## config.mk

```make
export PLATFORM = sky130hd
export DESIGN_NAME = uart_tap_rx
export DESIGN_NICKNAME = d
export VERILOG_FILES = /design/src/rtl/uart_tap_pkg.sv /design/src/rtl/uart_tap_fifo.sv /design/src/rtl/uart_tap_rx.sv
export SDC_FILE = /design/constraint.sdc
export NUM_CORES = 1
export LEC_CHECK = 0
export BUFFER_PORTS_ARGS = -buffer_cell sky130_fd_sc_hd__buf_2
export CAP_MARGIN = 30
export CORE_MARGIN = 2
export CORE_UTILIZATION = 50
export CTS_CLUSTER_DIAMETER = 120
export DETAILED_ROUTE_END_ITERATION = 6
export GPL_ROUTABILITY_DRIVEN = 0
export PLACE_DENSITY = 0.66
export SLEW_MARGIN = 20
export SYNTH_ARGS = -nofsm -noshare
export SYNTH_HDL_FRONTEND = slang
export SYNTH_SLANG_ARGS = --single-unit
```

## constraint.sdc

```tcl
create_clock -name clk_clk -period 3.1 [get_ports clk_clk]
set_input_delay 0.62 -clock clk_clk [delete_from_list [all_inputs] [get_ports clk_clk]]
set_output_delay 0.62 -clock clk_clk [all_outputs]
set_load 0.02 [all_outputs]
```

## src/rtl/uart_tap_pkg.sv

```systemverilog
// Shared types and constants for the UART tap receiver: FSM states, oversampling constants, baud divider.
// Pure declarations; no latency or backpressure of its own.
package uart_tap_pkg;

  typedef enum logic [2:0] {
    IDLE,
    START,
    DATA,
    PARITY,
    STOP,
    HOLD
  } rx_state_t;

  localparam int OVERSAMPLE = 16;
  localparam int MID_SAMPLE = 8;
  localparam int DATA_BITS  = 8;

  // Rounded clocks-per-tick for 16x oversampling, never below 1.
  function automatic int tick_div(input longint clk_hz, input longint baud);
    longint d;
    d = (clk_hz + baud * 8) / (baud * 16);
    if (d < 1) d = 1;
    return int'(d);
  endfunction

endpackage

```

## src/rtl/uart_tap_fifo.sv

```systemverilog
// Single-clock FWFT FIFO: head word visible on pop_dat while empty=0, zero when empty.
// Latency: a push becomes visible the next cycle; push while full is accepted only alongside a pop.
module uart_tap_fifo #(
  parameter int DEPTH = 16,
  parameter int WIDTH = 8
) (
  input  logic                     clk,
  input  logic                     rst,
  input  logic                     push_vld,
  input  logic [WIDTH-1:0]         push_dat,
  input  logic                     pop_rdy,
  output logic [WIDTH-1:0]         pop_dat,
  output logic                     empty,
  output logic                     full,
  output logic [$clog2(DEPTH):0]   level
);

  localparam int AW = $clog2(DEPTH);

  logic [WIDTH-1:0] mem [DEPTH];
  logic [AW-1:0]    wr_ptr;
  logic [AW-1:0]    rd_ptr;
  logic             do_push;
  logic             do_pop;

  assign empty   = (level == '0);
  assign full    = (level == (AW+1)'(DEPTH));
  assign do_pop  = pop_rdy & ~empty;
  assign do_push = push_vld & (~full | do_pop);
  assign pop_dat = empty ? '0 : mem[rd_ptr];

  always_ff @(posedge clk or posedge rst) begin
    if (rst) begin
      wr_ptr <= '0;
      rd_ptr <= '0;
      level  <= '0;
    end else begin
      if (do_push) wr_ptr <= wr_ptr + 1'b1;
      if (do_pop)  rd_ptr <= rd_ptr + 1'b1;
      case ({do_push, do_pop})
        2'b10:   level <= level + 1'b1;
        2'b01:   level <= level - 1'b1;
        default: level <= level;
      endcase
    end
  end

  always_ff @(posedge clk) begin
    if (do_push) mem[wr_ptr] <= push_dat;
  end

endmodule

```

## src/rtl/uart_tap_rx.sv

```systemverilog
// 16x-oversampled 8N1 receiver (8E1 with parity_err when UART_TAP_RX_PARITY_EN is defined) feeding an FWFT FIFO.
// Byte visible two cycles after the stop-bit decision; full FIFO with rx_ready=0 drops the byte and pulses overrun_err.
module uart_tap_rx
  import uart_tap_pkg::*;
#(
  parameter int CLK_HZ     = 50000000,
  parameter int BAUD       = 115200,
  parameter int FIFO_DEPTH = 16
) (
  input  logic                          clk_clk,
  input  logic                          reset_reset,
  input  logic                          uart_0_external_connection_txd,
  output logic [7:0]                    rx_data,
  output logic                          rx_valid,
  input  logic                          rx_ready,
  output logic                          frame_err,
  output logic                          overrun_err,
`ifdef UART_TAP_RX_PARITY_EN
  output logic                          parity_err,
`endif
  output logic [$clog2(FIFO_DEPTH):0]   fifo_level
);

  localparam int DIV = tick_div(CLK_HZ, BAUD);
  localparam int CW  = (DIV > 1) ? $clog2(DIV) : 1;

  logic [1:0]            sync;
  logic                  s;
  logic                  s_prev;
  rx_state_t             state, state_n;
  logic [CW-1:0]         cnt, cnt_n;
  logic                  tick;
  logic [3:0]            sc, sc_n;
  logic [2:0]            bit_idx, bit_idx_n;
  logic [DATA_BITS-1:0]  shreg, shreg_n;
  logic [1:0]            samp, samp_n;
  logic [3:0]            hold_cnt, hold_cnt_n;
  logic                  push_vld, push_vld_n;
  logic [DATA_BITS-1:0]  push_dat, push_dat_n;
  logic                  frame_err_n;
  logic                  maj;
  logic                  mid;
  logic                  wrap;
  logic                  fifo_empty;
  logic                  fifo_full;
  logic                  pop;
`ifdef UART_TAP_RX_PARITY_EN
  logic                  par_bad, par_bad_n;
  logic                  parity_err_n;
`endif

  assign s    = sync[1];
  assign tick = (cnt == CW'(DIV - 1));
  assign maj  = (samp[0] & samp[1]) | (samp[0] & s) | (samp[1] & s);
  // Third of the three mid-bit samples arrives one tick after MID_SAMPLE.
  assign mid  = tick && (sc == 4'(MID_SAMPLE + 1));
  assign wrap = tick && (sc == 4'(OVERSAMPLE - 1));

  always_comb begin
    state_n     = state;
    cnt_n       = tick ? '0 : cnt + CW'(1);
    sc_n        = tick ? sc + 4'd1 : sc;
    bit_idx_n   = bit_idx;
    shreg_n     = shreg;
    samp_n      = samp;
    hold_cnt_n  = hold_cnt;
    push_vld_n  = 1'b0;
    push_dat_n  = push_dat;
    frame_err_n = 1'b0;
`ifdef UART_TAP_RX_PARITY_EN
    par_bad_n    = par_bad;
    parity_err_n = 1'b0;
`endif
    if (tick && sc == 4'(MID_SAMPLE - 1)) samp_n[0] = s;
    if (tick && sc == 4'(MID_SAMPLE))     samp_n[1] = s;

    case (state)
      IDLE: begin
        sc_n = '0;
        if (s_prev && !s) begin
          state_n = START;
          cnt_n   = '0;
        end
      end
      START: begin
        if (mid && maj) begin
          state_n = IDLE;
        end else if (wrap) begin
          state_n   = DATA;
          bit_idx_n = '0;
        end
      end
      DATA: begin
        if (mid) shreg_n = {maj, shreg[DATA_BITS-1:1]};
        if (wrap) begin
          if (bit_idx == 3'(DATA_BITS - 1)) begin
`ifdef UART_TAP_RX_PARITY_EN
            state_n = PARITY;
`else
            state_n = STOP;
`endif
          end else begin
            bit_idx_n = bit_idx + 3'd1;
          end
        end
      end
      PARITY: begin
`ifdef UART_TAP_RX_PARITY_EN
        if (mid) par_bad_n = ((^shreg) != maj);
`endif
        if (wrap) state_n = STOP;
      end
      STOP: begin
        if (mid) begin
`ifdef UART_TAP_RX_PARITY_EN
          parity_err_n = par_bad;
`endif
          if (maj) begin
            push_vld_n = 1'b1;
            push_dat_n = shreg;
            state_n    = IDLE;
          end else begin
            frame_err_n = 1'b1;
            hold_cnt_n  = '0;
            state_n     = HOLD;
          end
        end
      end
      HOLD: begin
        // Stay here until the line has been high for a full bit time (covers breaks).
        if (tick) begin
          if (!s)
            hold_cnt_n = '0;
          else if (hold_cnt == 4'(OVERSAMPLE - 1))
            state_n = IDLE;
          else
            hold_cnt_n = hold_cnt + 4'd1;
        end
      end
      default: state_n = IDLE;
    endcase
  end

  always_ff @(posedge clk_clk or posedge reset_reset) begin
    if (reset_reset) begin
      sync        <= 2'b11;
      s_prev      <= 1'b1;
      state       <= IDLE;
      cnt         <= '0;
      sc          <= '0;
      bit_idx     <= '0;
      shreg       <= '0;
      samp        <= '0;
      hold_cnt    <= '0;
      push_vld    <= 1'b0;
      push_dat    <= '0;
      frame_err   <= 1'b0;
      overrun_err <= 1'b0;
`ifdef UART_TAP_RX_PARITY_EN
      par_bad     <= 1'b0;
      parity_err  <= 1'b0;
`endif
    end else begin
      sync        <= {sync[0], uart_0_external_connection_txd};
      s_prev      <= s;
      state       <= state_n;
      cnt         <= cnt_n;
      sc          <= sc_n;
      bit_idx     <= bit_idx_n;
      shreg       <= shreg_n;
      samp        <= samp_n;
      hold_cnt    <= hold_cnt_n;
      push_vld    <= push_vld_n;
      push_dat    <= push_dat_n;
      frame_err   <= frame_err_n;
      overrun_err <= push_vld & fifo_full & ~pop;
`ifdef UART_TAP_RX_PARITY_EN
      par_bad     <= par_bad_n;
      parity_err  <= parity_err_n;
`endif
    end
  end

  assign rx_valid = ~fifo_empty;
  assign pop      = rx_valid & rx_ready;

  uart_tap_fifo #(
    .DEPTH (FIFO_DEPTH),
    .WIDTH (DATA_BITS)
  ) u_fifo (
    .clk      (clk_clk),
    .rst      (reset_reset),
    .push_vld (push_vld),
    .push_dat (push_dat),
    .pop_rdy  (rx_ready),
    .pop_dat  (rx_data),
    .empty    (fifo_empty),
    .full     (fifo_full),
    .level    (fifo_level)
  );

endmodule

```

---- After elaboration in Yosys (flattened, before gate mapping) ----
Memory sizes are Yosys's and may differ from the RTL's.
Index checks and enable logic that the tools add are counted.
cells by class
  add/sub/neg operators ................... 8
  multiply operators ...................... 0
  divide/modulo/power cells ............... 0
  order comparisons ....................... 0
  eq/ne operators ......................... 29
  shift-type cells ........................ 0
  multiplexer cells ....................... 38
  bitwise operators ....................... 13
  reductions and logical operators ........ 18
operator list
  cell                 count
  $mux 3               15
  $mux 4               7
  $ne 2x2->1 const B   12
  $pmux 3 s6           1
  $add 4x1->4 const B  4
  $eq 4x4->1 const B   4
  $mux 5               3
  $add 5x1->5 const B  2
  $eq 5x5->1 const B   2
  $pmux 5 s2           1
  $reduce_and 5->1     2
  $eq 3x3->1 const B   3
  $reduce_and 9->1     1
  $mux 1               8
  $mux 8               1
  $pmux 4 s2           1
  $reduce_bool 2->1    4
  $and 1x1->1          7
  $eq 3x2->1 const B   2
  $logic_and 1x1->1    6
  $ne 3x3->1 const B   2
  $pmux 3 s2           1
  $logic_not 5->1      1
  $sub 5x1->5 const B  1
  11 further kinds     15
word-level totals
  register bits after elaboration ......... 56
  latch bits .............................. 0
  memory bits (writable) .................. 128
  memory bits (read-only) ................. 0
  memories ................................ 1
memory list
  memory      depth  bits a word  rd ports  clocked after memory_dff  write ports  line                 source
  u_fifo.mem  16     8            1         0                         1            uart_tap_fifo.sv:20  logic [WIDTH-1:0] mem [DEPTH];

---- Logic depth before layout (Yosys ltp) ----
Gate-level depths: netlist of the first run.
  depth after elaboration ................. 7
  depth in mapped cells ................... 11
  gate-level depth less buffers ........... 10

---- Cells and area by module ----
From an unflattened synthesis of the first run, not the netlist that was laid out.
second synthesis, totals
  cell total of the unflattened synthesis .. 474
  area total of the unflattened synthesis .. 7815.0 um^2
modules (own cells, without submodules)
  module         times used  cells an instance  area an instance (um^2)
  uart_tap_fifo  1           307                5825.6
  uart_tap_rx    1           167                1989.4

---- Least setup slack after synthesis of the first run ----
Ideal clock, no wire load.
  path kind ............................... reg2reg
  from .................................... register u_fifo.level[1]
  to ...................................... register u_fifo.level[4]
  library setup time ...................... 0.083 ns
  data arrival time ....................... 2.808 ns
  data required time ...................... 3.017 ns
  path slack .............................. 0.209 ns
  stages on the path, launching flop included .. 12
  clock period less this slack ............ 2.891 ns
  cell sequence ........................... dfrtp_1 > buf_6 > nor4_4 > nand2b_1 > and2_1 > mux2_2 > ha_1 > and3_1 > o21ai_0 > nor3_1 > or3b_2 > o21ai_0
between the ends
  word-level cells in the longest chain between the ends .. 7
  elaborated cells between the ends (all ways) .. 13
  those cells by class .................... add/sub: 2; eq/ne: 3; mux: 1; bitwise: 5; reduce/logical: 2
RTL lines
  item                                                    line                 source
  from (decl)                                             uart_tap_fifo.sv:15  output logic [$clog2(DEPTH):0] level
  from (signal assigned)                                  uart_tap_fifo.sv:41  2'b10: level <= level + 1'b1;
  from (signal assigned)                                  uart_tap_fifo.sv:42  2'b01: level <= level - 1'b1;
  from (signal assigned)                                  uart_tap_fifo.sv:43  default: level <= level;
  $logic_not 5->1 (*)                                     uart_tap_fifo.sv:26  assign empty = (level == '0);
  $not 1->1 (*)                                           -
  net rx_valid                                            uart_tap_rx.sv:14    output logic rx_valid,
  $and 1x1->1 (*)                                         uart_tap_fifo.sv:28  assign do_pop = pop_rdy & ~empty;
  $or 1x1->1                                              uart_tap_fifo.sv:29  assign do_push = push_vld & (~full | do_pop);
  $and 1x1->1                                             uart_tap_fifo.sv:29
  $eq 2x1->1 / $eq 2x2->1 (equally long branches)         uart_tap_fifo.sv:40  case ({do_push, do_pop})
  $pmux 5 s2 / $reduce_bool 2->1 (equally long branches)  -
Mark *: on every way through the listed nets, which the timed path passes. The rest lies on a longest branch.
A chain may end at the register's enable or synchronous reset.

---- Worst setup path after layout of the first run ----
  from .................................... register u_fifo.rd_ptr[0]
  to ...................................... output port rx_data[5]
between the ends
  word-level cells in the longest chain between the ends .. 2
RTL lines
  item                    line                 source
  from (decl)             uart_tap_fifo.sv:22  logic [AW-1:0] rd_ptr;
  from (signal assigned)  uart_tap_fifo.sv:39  if (do_pop) rd_ptr <= rd_ptr + 1'b1;
  $mem_v2 16x8            -
  $mux 8                  uart_tap_fifo.sv:30  assign pop_dat = empty ? '0 : mem[rd_ptr];
  to (decl)               uart_tap_rx.sv:13    output logic [7:0] rx_data,
No other way between the ends.

==> results of run 1 <==
## sequential cells by signal, summed over array words and instances, names as in the netlist, 3 cells and up
| name | cells |
|---|---|
| u_fifo.mem | 128 |
| push_dat | 8 |
| shreg | 8 |
| cnt | 5 |
| u_fifo.level | 5 |
| hold_cnt | 4 |
| sc | 4 |
| u_fifo.rd_ptr | 4 |
| u_fifo.wr_ptr | 4 |
| bit_idx | 3 |
| state | 3 |
## cell type report
class | instances | share of cell area, %
Multi-Input combinational cell | 266 | 27.06
Clock buffer | 18 | 4.860
Tap cell | 188 | 2.664
Sequential cell | 184 | 59.45
Timing Repair Buffer | 43 | 3.514
Clock inverter | 14 | 1.941
Inverter | 12 | 0.5101
## stage by stage
| step | area [sq um] | cells | total power [uW] | hold slack (ns) |
|---|---|---|---|---|
| finish | 8831 | 725 | 5045 | 0.2935 |
| CTS | 8826 | 724 | 5091 | 0.2730 |
| detailed placement | 8225 | 692 | 2919 | 0.3495 |
| floorplan | 7802 | 485 | 2879 | 0.3452 |
| global placement | 8225 | 692 | 2908 | 0.3463 |
| global route | 8831 | 725 | 5229 | 0.2654 |
## cell families after synthesis
family	synth area share, %
muxes	14.69
AOI/OAI and AO/OA	3.897
buffers and inverters	2.100
DFF	67.27
adders and majority gates	2.534
and+or+nand+nor	7.938
xor gates and xnor gates	1.572
## routing by layer
layer	share of wire [%]	track usage (%)	wire length, um
met5	0	0	0
met4	1.0	4.348	144
met3	3.3	5.364	467
met2	50	30.47	7104
met1	45	24.37	6426
## how the worst max path moves through the flow
stage | start | to | slack, ns | cells past startpoint
after CTS | u_fifo.rd_ptr[0]$_DFFE_PP0N_ | rx_data[5] | 0.12 | 5
after global routing | u_fifo.level[1]$_DFFE_PP0P_ | rx_data[0] | 0.08 | 6
final | u_fifo.rd_ptr[0]$_DFFE_PP0N_ | rx_data[5] | 0.17 | 5
after detailed placement | u_fifo.level[1]$_DFFE_PP0P_ | u_fifo.level[4]$_DFFE_PP0P_ | 0.35 | 10
after global placement | u_fifo.level[1]$_DFFE_PP0P_ | u_fifo.level[4]$_DFFE_PP0P_ | 0.44 | 10
after floorplan | u_fifo.level[1]$_DFFE_PP0P_ | u_fifo.level[4]$_DFFE_PP0P_ | 0.21 | 11
## cells in the final DEF, fill, tap and decap left out, drive strengths merged, types with 3 or more instances in the layout
cell | netlist | final
nor3 | 18 | 18
dfstp | 3 | 3
nand2b | 11 | 11
nor2b | 4 | 4
buf | 12 | 42
dfrtp | 53 | 53
bufinv | 0 | 3
mux2 | 20 | 20
clkinv | 0 | 5
clkbuf | 11 | 19
nand4 | 6 | 6
xor2 | 6 | 6
nor4 | 3 | 3
and2 | 4 | 4
mux2i | 20 | 20
nor2 | 25 | 25
o21ai | 12 | 12
a211o | 3 | 3
o22ai | 9 | 9
inv | 12 | 16
edfxtp | 128 | 128
nand3 | 10 | 10
nand2 | 25 | 25
mux4 | 32 | 32
a21oi | 7 | 7
and3 | 5 | 5
ha | 15 | 15
a31oi | 3 | 3
xnor2 | 8 | 8
## critical path, stage by stage, from the launching register on
cell	delay [ns]
sky130_fd_sc_hd__dfrtp_2	0.59
sky130_fd_sc_hd__buf_4	0.23
sky130_fd_sc_hd__mux4_2	0.54
sky130_fd_sc_hd__mux2i_1	0.21
sky130_fd_sc_hd__o22ai_1	0.14
sky130_fd_sc_hd__buf_2	0.19
## power groups by stage
| stage | Sequential, uW | Combinational, uW | Clock, uW |
|---|---|---|---|
| final | 2710 | 164 | 2180 |
| after global routing | 2710 | 192 | 2320 |
| after CTS | 2700 | 163 | 2220 |
| after detailed placement | 2760 | 164 | 0 |
| after global placement | 2750 | 154 | 0 |
| after floorplan | 2730 | 149 | 0 |
==> qor.tcl, run 1 <==
set qor(worst-r2r-setup-slack_ns) 0.33
set qor(maxSlewViolCount) 0
set qor(area.sequential_sq_um) 5250
set qor(leakagePower_uw) 0.003582
set qor(netlist.area_leader.share_pct) 49.26
set qor(fin_setup_tns_ns) 0
set qor(antenna_cells) 0
set qor(pre_cts_slack_ns) 0.3549
set qor(die_x_um) 128.9
set qor(fp.dieH_um) 128.9
set qor(pin_count) 20
set qor(clock_skew_ns) 0.01535
set qor(clockBufferDepth) 2
set qor(data_required_time_of_the_critical_path_ns) 2.48
set qor(num_vias) 4176
set qor(hold_path_end) {sync[0]$_DFF_PP1_}
set qor(drt_drc_violations_left) 0
set qor(yosys_warnings) 0
set qor(clock_tree.root_cell) {sky130_fd_sc_hd__clkbuf_16}
set qor(final.fill_count) 1141
set qor(post_synth_inst_count) 485
set qor(worstHoldPathCells) 1
set qor(worst_setup_path_end_kind) {primary output}
set qor(tritoncts.num_buffers) 17
set qor(switching_share_pct) 20.77
set qor(clk-insertion-delay-late_ns) 0.43
set qor(grt_start_max_net_pins) 36
set qor(core.rowCount) 45
set qor(gr-usage-all-layers_pct) 18.41
set qor(cp_data_arrival_time_ns) 2.31
set qor(outcome) {finished, final reports clean}
set qor(postLayoutSetupSlackWorst_ns) 0.1682
set qor(pwr-share-clk_pct) 43.1
set qor(nNetsFinal) 543
set qor(final.min_clock_period_ns) 2.932
set qor(timing.final.hold_violations) 0
set qor(cts_tree) {done}
set qor(timing.slew.headroom_pct) 51.53
set qor(drt-initial-drc-count) 353
set qor(power.share.combinational_pct) 3.2
set qor(maxClockFrequency_ghz) 0.3411
set qor(htree_levels) 4
set qor(post-cts-setup-buffers) 0
set qor(wl_per_cell_um) 19.51
set qor(synth_seq_cells) 184
set qor(grt_pass1_vias) 4233
set qor(r2r.worst_path.cells) 10
set qor(rr_startpoint) {u_fifo.level[1]$_DFFE_PP0P_}
set qor(async_reset_ff_share_pct) 30.43
set qor(syn_area_sq_um) 7802
set qor(multiInputGateArea_sq_um) 2390
set qor(post-route-util_pct) 58.09
set qor(critical_path.startpoint_type) {register}
set qor(internal_power_uw) 3997
set qor(number_of_enable_flip_flop_cells_after_synthesis) 128
set qor(cell_accounting_for_the_most_synthesized_area) {sky130_fd_sc_hd__edfxtp_1}
set qor(firstDrtPassIters) 4
set qor(synth_seq_area_share_pct) 67.27
set qor(grt_remaining_overflow) 0
set qor(timing.critical_path.fanout_max) 10
set qor(hold_class) {in -> reg}
set qor(syn_nets) 504
set qor(switching_power_of_the_nets_uw) 1048
set qor(postCtsHoldBufs) 0
set qor(worst_ir_drop_vdd_mv) 0.4239
set qor(hold_path.startpoint) {uart_0_external_connection_txd}
set qor(detail_route.vias_per_cell) 5.760
set qor(drv_cap) 0
set qor(ys_top_cells_by_count) {sky130_fd_sc_hd__edfxtp_1 (128), sky130_fd_sc_hd__dfrtp_1 (53), sky130_fd_sc_hd__mux4_2 (32)}
set qor(place.detailed.hpwl_mm) 9.193
set qor(rsz_0062_raised_after_global_routing) {no}
set qor(setup_viol) 0
set qor(cts_resized) 0
set qor(power.density_cell_area_nw_per_um2) 571.3
set qor(drive_gt1_share_pct) 25.14
set qor(tritoncts_num_sinks) 184
set qor(initial_util_pct) 51.33
set qor(grt_antenna_before_repair) 0
set qor(timing_worst_slew_pin_value_ns) 0.7260
set qor(yosysMostFrequentCell) {sky130_fd_sc_hd__edfxtp_1}
set qor(ys.flop_type) {sky130_fd_sc_hd__edfxtp_1}
set qor(syn_avg_cell_area_sq_um) 16.09
set qor(synthDistinctLibCells) 53
set qor(timing.final.crit_share_pct) 94.58
set qor(synth.top_cells.by_area) {sky130_fd_sc_hd__edfxtp_1 (49%), sky130_fd_sc_hd__dfrtp_1 (17%), sky130_fd_sc_hd__mux4_2 (9.2%)}
set qor(wire_length_of_the_first_global_routing_pass_mm) 22.54
set qor(reg2reg_to) {u_fifo.level[4]$_DFFE_PP0P_}
set qor(floorplan_core_area_sq_um) 15200
set qor(die-area_sq_um) 16620
set qor(flow.area_growth_from_synthesis_pct) 13.18
set qor(io_buffer_count) 19
set qor(worst_setup_hold_path_clk_slew_ns) 0.06
set qor(post_detailed_route_count_of_antenna_violating_nets) 0
set qor(critical_path_class) {reg -> out}
set qor(wl_mm) 14.14
set qor(power.share.sequential_pct) 53.6
(Power assumes the default switching activity.)
==> inputs of run 2 (changes only) <==
--- a/config.mk
+++ b/config.mk
@@ -6,10 +6,11 @@
 export NUM_CORES = 1
 export LEC_CHECK = 0
 export BUFFER_PORTS_ARGS = -buffer_cell sky130_fd_sc_hd__buf_2
-export CAP_MARGIN = 30
 export CORE_MARGIN = 2
 export CORE_UTILIZATION = 50
+export CTS_BUF_LIST = sky130_fd_sc_hd__clkbuf_8
 export CTS_CLUSTER_DIAMETER = 120
+export CTS_CLUSTER_SIZE = 30
 export DETAILED_ROUTE_END_ITERATION = 6
 export GPL_ROUTABILITY_DRIVEN = 0
 export PLACE_DENSITY = 0.66
==> run 2 against run 1 <==
Die area did not move. Cell count fell by 0.14%. Global-route usage barely moved. Critical endpoint unchanged.
==> qor.tcl, run 2 (same netlist as run 1, synthesis figures left out) <==
set qor(outcome) {finished, final reports clean}
set qor(drt_drc_violations_left) 0 ;# unchanged
set qor(power.share.sequential_pct) 60.0 ;# +6.4 points
set qor(place.detailed.instances) 692 ;# unchanged
set qor(critical_path.startpoint_type) {register}
set qor(grt_antenna_before_repair) 0 ;# unchanged
set qor(internal_power_uw) 3518 ;# -12%
set qor(finish.cell_count_without_fillers) 724 ;# -0.14%
set qor(pwr-share-clk_pct) 36.4 ;# -6.7 points
set qor(initial_util_pct) 51.33 ;# unchanged
set qor(grt_start_max_net_pins) 36 ;# unchanged
set qor(clk-insertion-delay-late_ns) 0.47 ;# +0.04 ns
set qor(largest_reg_flops) 128 ;# unchanged
set qor(timing.critical_path.max_delay_family) {multiplexers}
set qor(worst_setup_hold_path_clk_slew_ns) 0.09 ;# +0.03 ns
set qor(biggestRegsByFlops) {u_fifo.mem (128), push_dat (8), shreg (8)}
set qor(hold_class) {in -> reg}
set qor(die_x_um) 128.9 ;# unchanged
set qor(worst_setup_path_end_kind) {primary output}
set qor(cp_data_arrival_time_ns) 2.36 ;# +0.05 ns
set qor(setup_viol) 0 ;# unchanged
set qor(htree_levels) 4 ;# unchanged
set qor(wl_per_cell_um) 19.45 ;# -0.31%
set qor(timing_worst_slew_pin_value_ns) 0.9260 ;# +0.2000 ns
set qor(wl_mm) 14.08 ;# -0.45%
set qor(tritoncts.num_buffers) 17 ;# unchanged
set qor(tritoncts_num_sinks) 184 ;# unchanged
set qor(maxSlewViolCount) 0 ;# unchanged
set qor(power.density_cell_area_nw_per_um2) 521.7 ;# -8.7%
set qor(cts_tree) {done}
set qor(post_detailed_route_count_of_antenna_violating_nets) 0 ;# unchanged
set qor(rsz_0062_raised_after_global_routing) {no}
set qor(flow.area_growth_from_synthesis_pct) 10.66
set qor(detail_route.vias_per_cell) 5.704 ;# -0.96%
set qor(path_buf_inv) 2 ;# unchanged
set qor(clockBufferDepth) 2 ;# unchanged
set qor(num_vias) 4130 ;# -1.1%
set qor(postCtsHoldBufs) 0 ;# unchanged
set qor(core.rowCount) 45 ;# unchanged
set qor(final.min_clock_period_ns) 2.979 ;# +0.04683 ns
set qor(drive_gt1_share_pct) 25.00 ;# -0.14 points
set qor(maxClockFrequency_ghz) 0.3357 ;# -1.6%
set qor(timing.final.crit_share_pct) 96.09 ;# +1.5 points
set qor(switching_power_of_the_nets_uw) 987.0 ;# -5.8%
set qor(worst-r2r-setup-slack_ns) 0.32 ;# about the same
set qor(power.share.combinational_pct) 3.6 ;# +0.4 points
set qor(floorplan_core_area_sq_um) 15200 ;# unchanged
set qor(pin_count) 20 ;# unchanged
set qor(critical-path-slowest-cell) {sky130_fd_sc_hd__dfrtp_2}
set qor(gr-usage-all-layers_pct) 18.36 ;# -0.049 points
set qor(slowest_delay_ns) 0.60 ;# about the same
set qor(grt_pass1_vias) 4189 ;# -1.0%
set qor(worst_ir_drop_vdd_mv) 0.3835 ;# -9.5%
set qor(timing.final.hold_violations) 0 ;# unchanged
set qor(grt_remaining_overflow) 0 ;# unchanged
set qor(clock_tree.root_cell) {sky130_fd_sc_hd__clkbuf_8}
set qor(post-cts-setup-buffers) 0 ;# unchanged
set qor(leakagePower_uw) 0.003494 ;# -2.4%
set qor(place.detailed.hpwl_mm) 9.193 ;# unchanged
set qor(fp.dieH_um) 128.9 ;# unchanged
set qor(timing.critical_path.fanout_max) 10 ;# unchanged
set qor(wire_length_of_the_first_global_routing_pass_mm) 22.51 ;# -0.12%
set qor(mostFrequentLayoutCells) {sky130_fd_sc_hd__edfxtp_1 (128), sky130_fd_sc_hd__dfrtp_1 (52), sky130_fd_sc_hd__mux4_2 (32)}
set qor(timing.slew.headroom_pct) 37.46 ;# -14 points
set qor(nNetsFinal) 542 ;# -0.18%
set qor(critical_path_class) {reg -> out}
set qor(io_buffer_count) 19 ;# unchanged
set qor(worstPathCellList) {buf_4 > mux4_2 > mux2i_1 > o22ai_1 > buf_2}
set qor(fin_setup_tns_ns) 0 ;# unchanged
set qor(final_common_cell) {sky130_fd_sc_hd__edfxtp_1}
set qor(die-area_sq_um) 16620 ;# unchanged
set qor(firstDrtPassIters) 4 ;# unchanged
set qor(switching_share_pct) 21.91 ;# +1.1 points
set qor(data_required_time_of_the_critical_path_ns) 2.48 ;# about the same
set qor(final.fill_count) 1169 ;# +2.5%
set qor(drv_cap) 0 ;# unchanged
set qor(drt-initial-drc-count) 340 ;# -3.7%
set qor(registers.top_by_ff_count) {u_fifo.mem}
set qor(cts_resized) 0 ;# unchanged
set qor(clock_skew_ns) 0.01574 ;# +0.0003904 ns
set qor(antenna_cells) 0 ;# unchanged
-- run 2: cell count changes in the layout (fill, tap and decap cells not counted), sizes merged --
cell    delta
clkbuf     -2
inv        +1
-- run 2: power by group through the flow --
stage / sequential, uW / clock, uW / combinational, uW
3_3_place_gp: 2750 / 0 / 154
5_1_grt: 2710 / 1780 / 190
4_1_cts: 2700 / 1680 / 163
6_report: 2700 / 1640 / 161
2_1_floorplan: 2730 / 0 / 149
3_5_place_dp: 2760 / 0 / 164
-- run 2: final timing paths --
kind                                                 from                            to  cells after the start
setup reg to reg              u_fifo.level[1]$_DFFE_PP0P_   u_fifo.level[4]$_DFFE_PP0P_                     10
max in group asynchronous                     reset_reset  u_fifo.rd_ptr[0]$_DFFE_PP0N_                      3
hold / removal             uart_0_external_connection_txd             sync[0]$_DFF_PP1_                      1
min in group asynchronous                     reset_reset   u_fifo.level[2]$_DFFE_PP0P_                      2
hold reg to reg                         sync[0]$_DFF_PP1_             sync[1]$_DFF_PP1_                      0
setup / recovery             u_fifo.rd_ptr[0]$_DFFE_PP0N_                    rx_data[5]                      5
-- run 2: cell type report --
cell class	count	area [sq um]	share of cell area, %
Clock buffer	17	234.0	2.710
Clock inverter	15	175.2	2.029
Inverter	12	45.04	0.5217
Multi-Input combinational cell	266	2390	27.68
Sequential cell	184	5250	60.80
Tap cell	188	235.2	2.724
Timing Repair Buffer	42	305.3	3.536
-- run 2: metal layers --
layer | vias up | global-route usage, % | wire length, um
li1 | 1942 | - | -
met2 | 71 | 30.38 | 6954
met3 | 10 | 4.200 | 626
met5 | - | 0 | 0
met1 | 2107 | 24.82 | 6307
met4 | 0 | 4.987 | 191
-- run 2: per-stage QoR --
step	util [%]	hold slack (ns)	setup WS (ns)	instance area (sq um)	total power, uW
floorplan	-	0.3452	0.2094	7802	2879
global placement	54.11	0.3463	0.4447	8225	2908
detailed placement	54.11	0.3495	0.3549	8225	2919
CTS	56.80	0.2265	0.07391	8635	4547
global route	56.80	0.2224	0.03629	8635	4681
finish	56.80	0.2518	0.1213	8635	4505
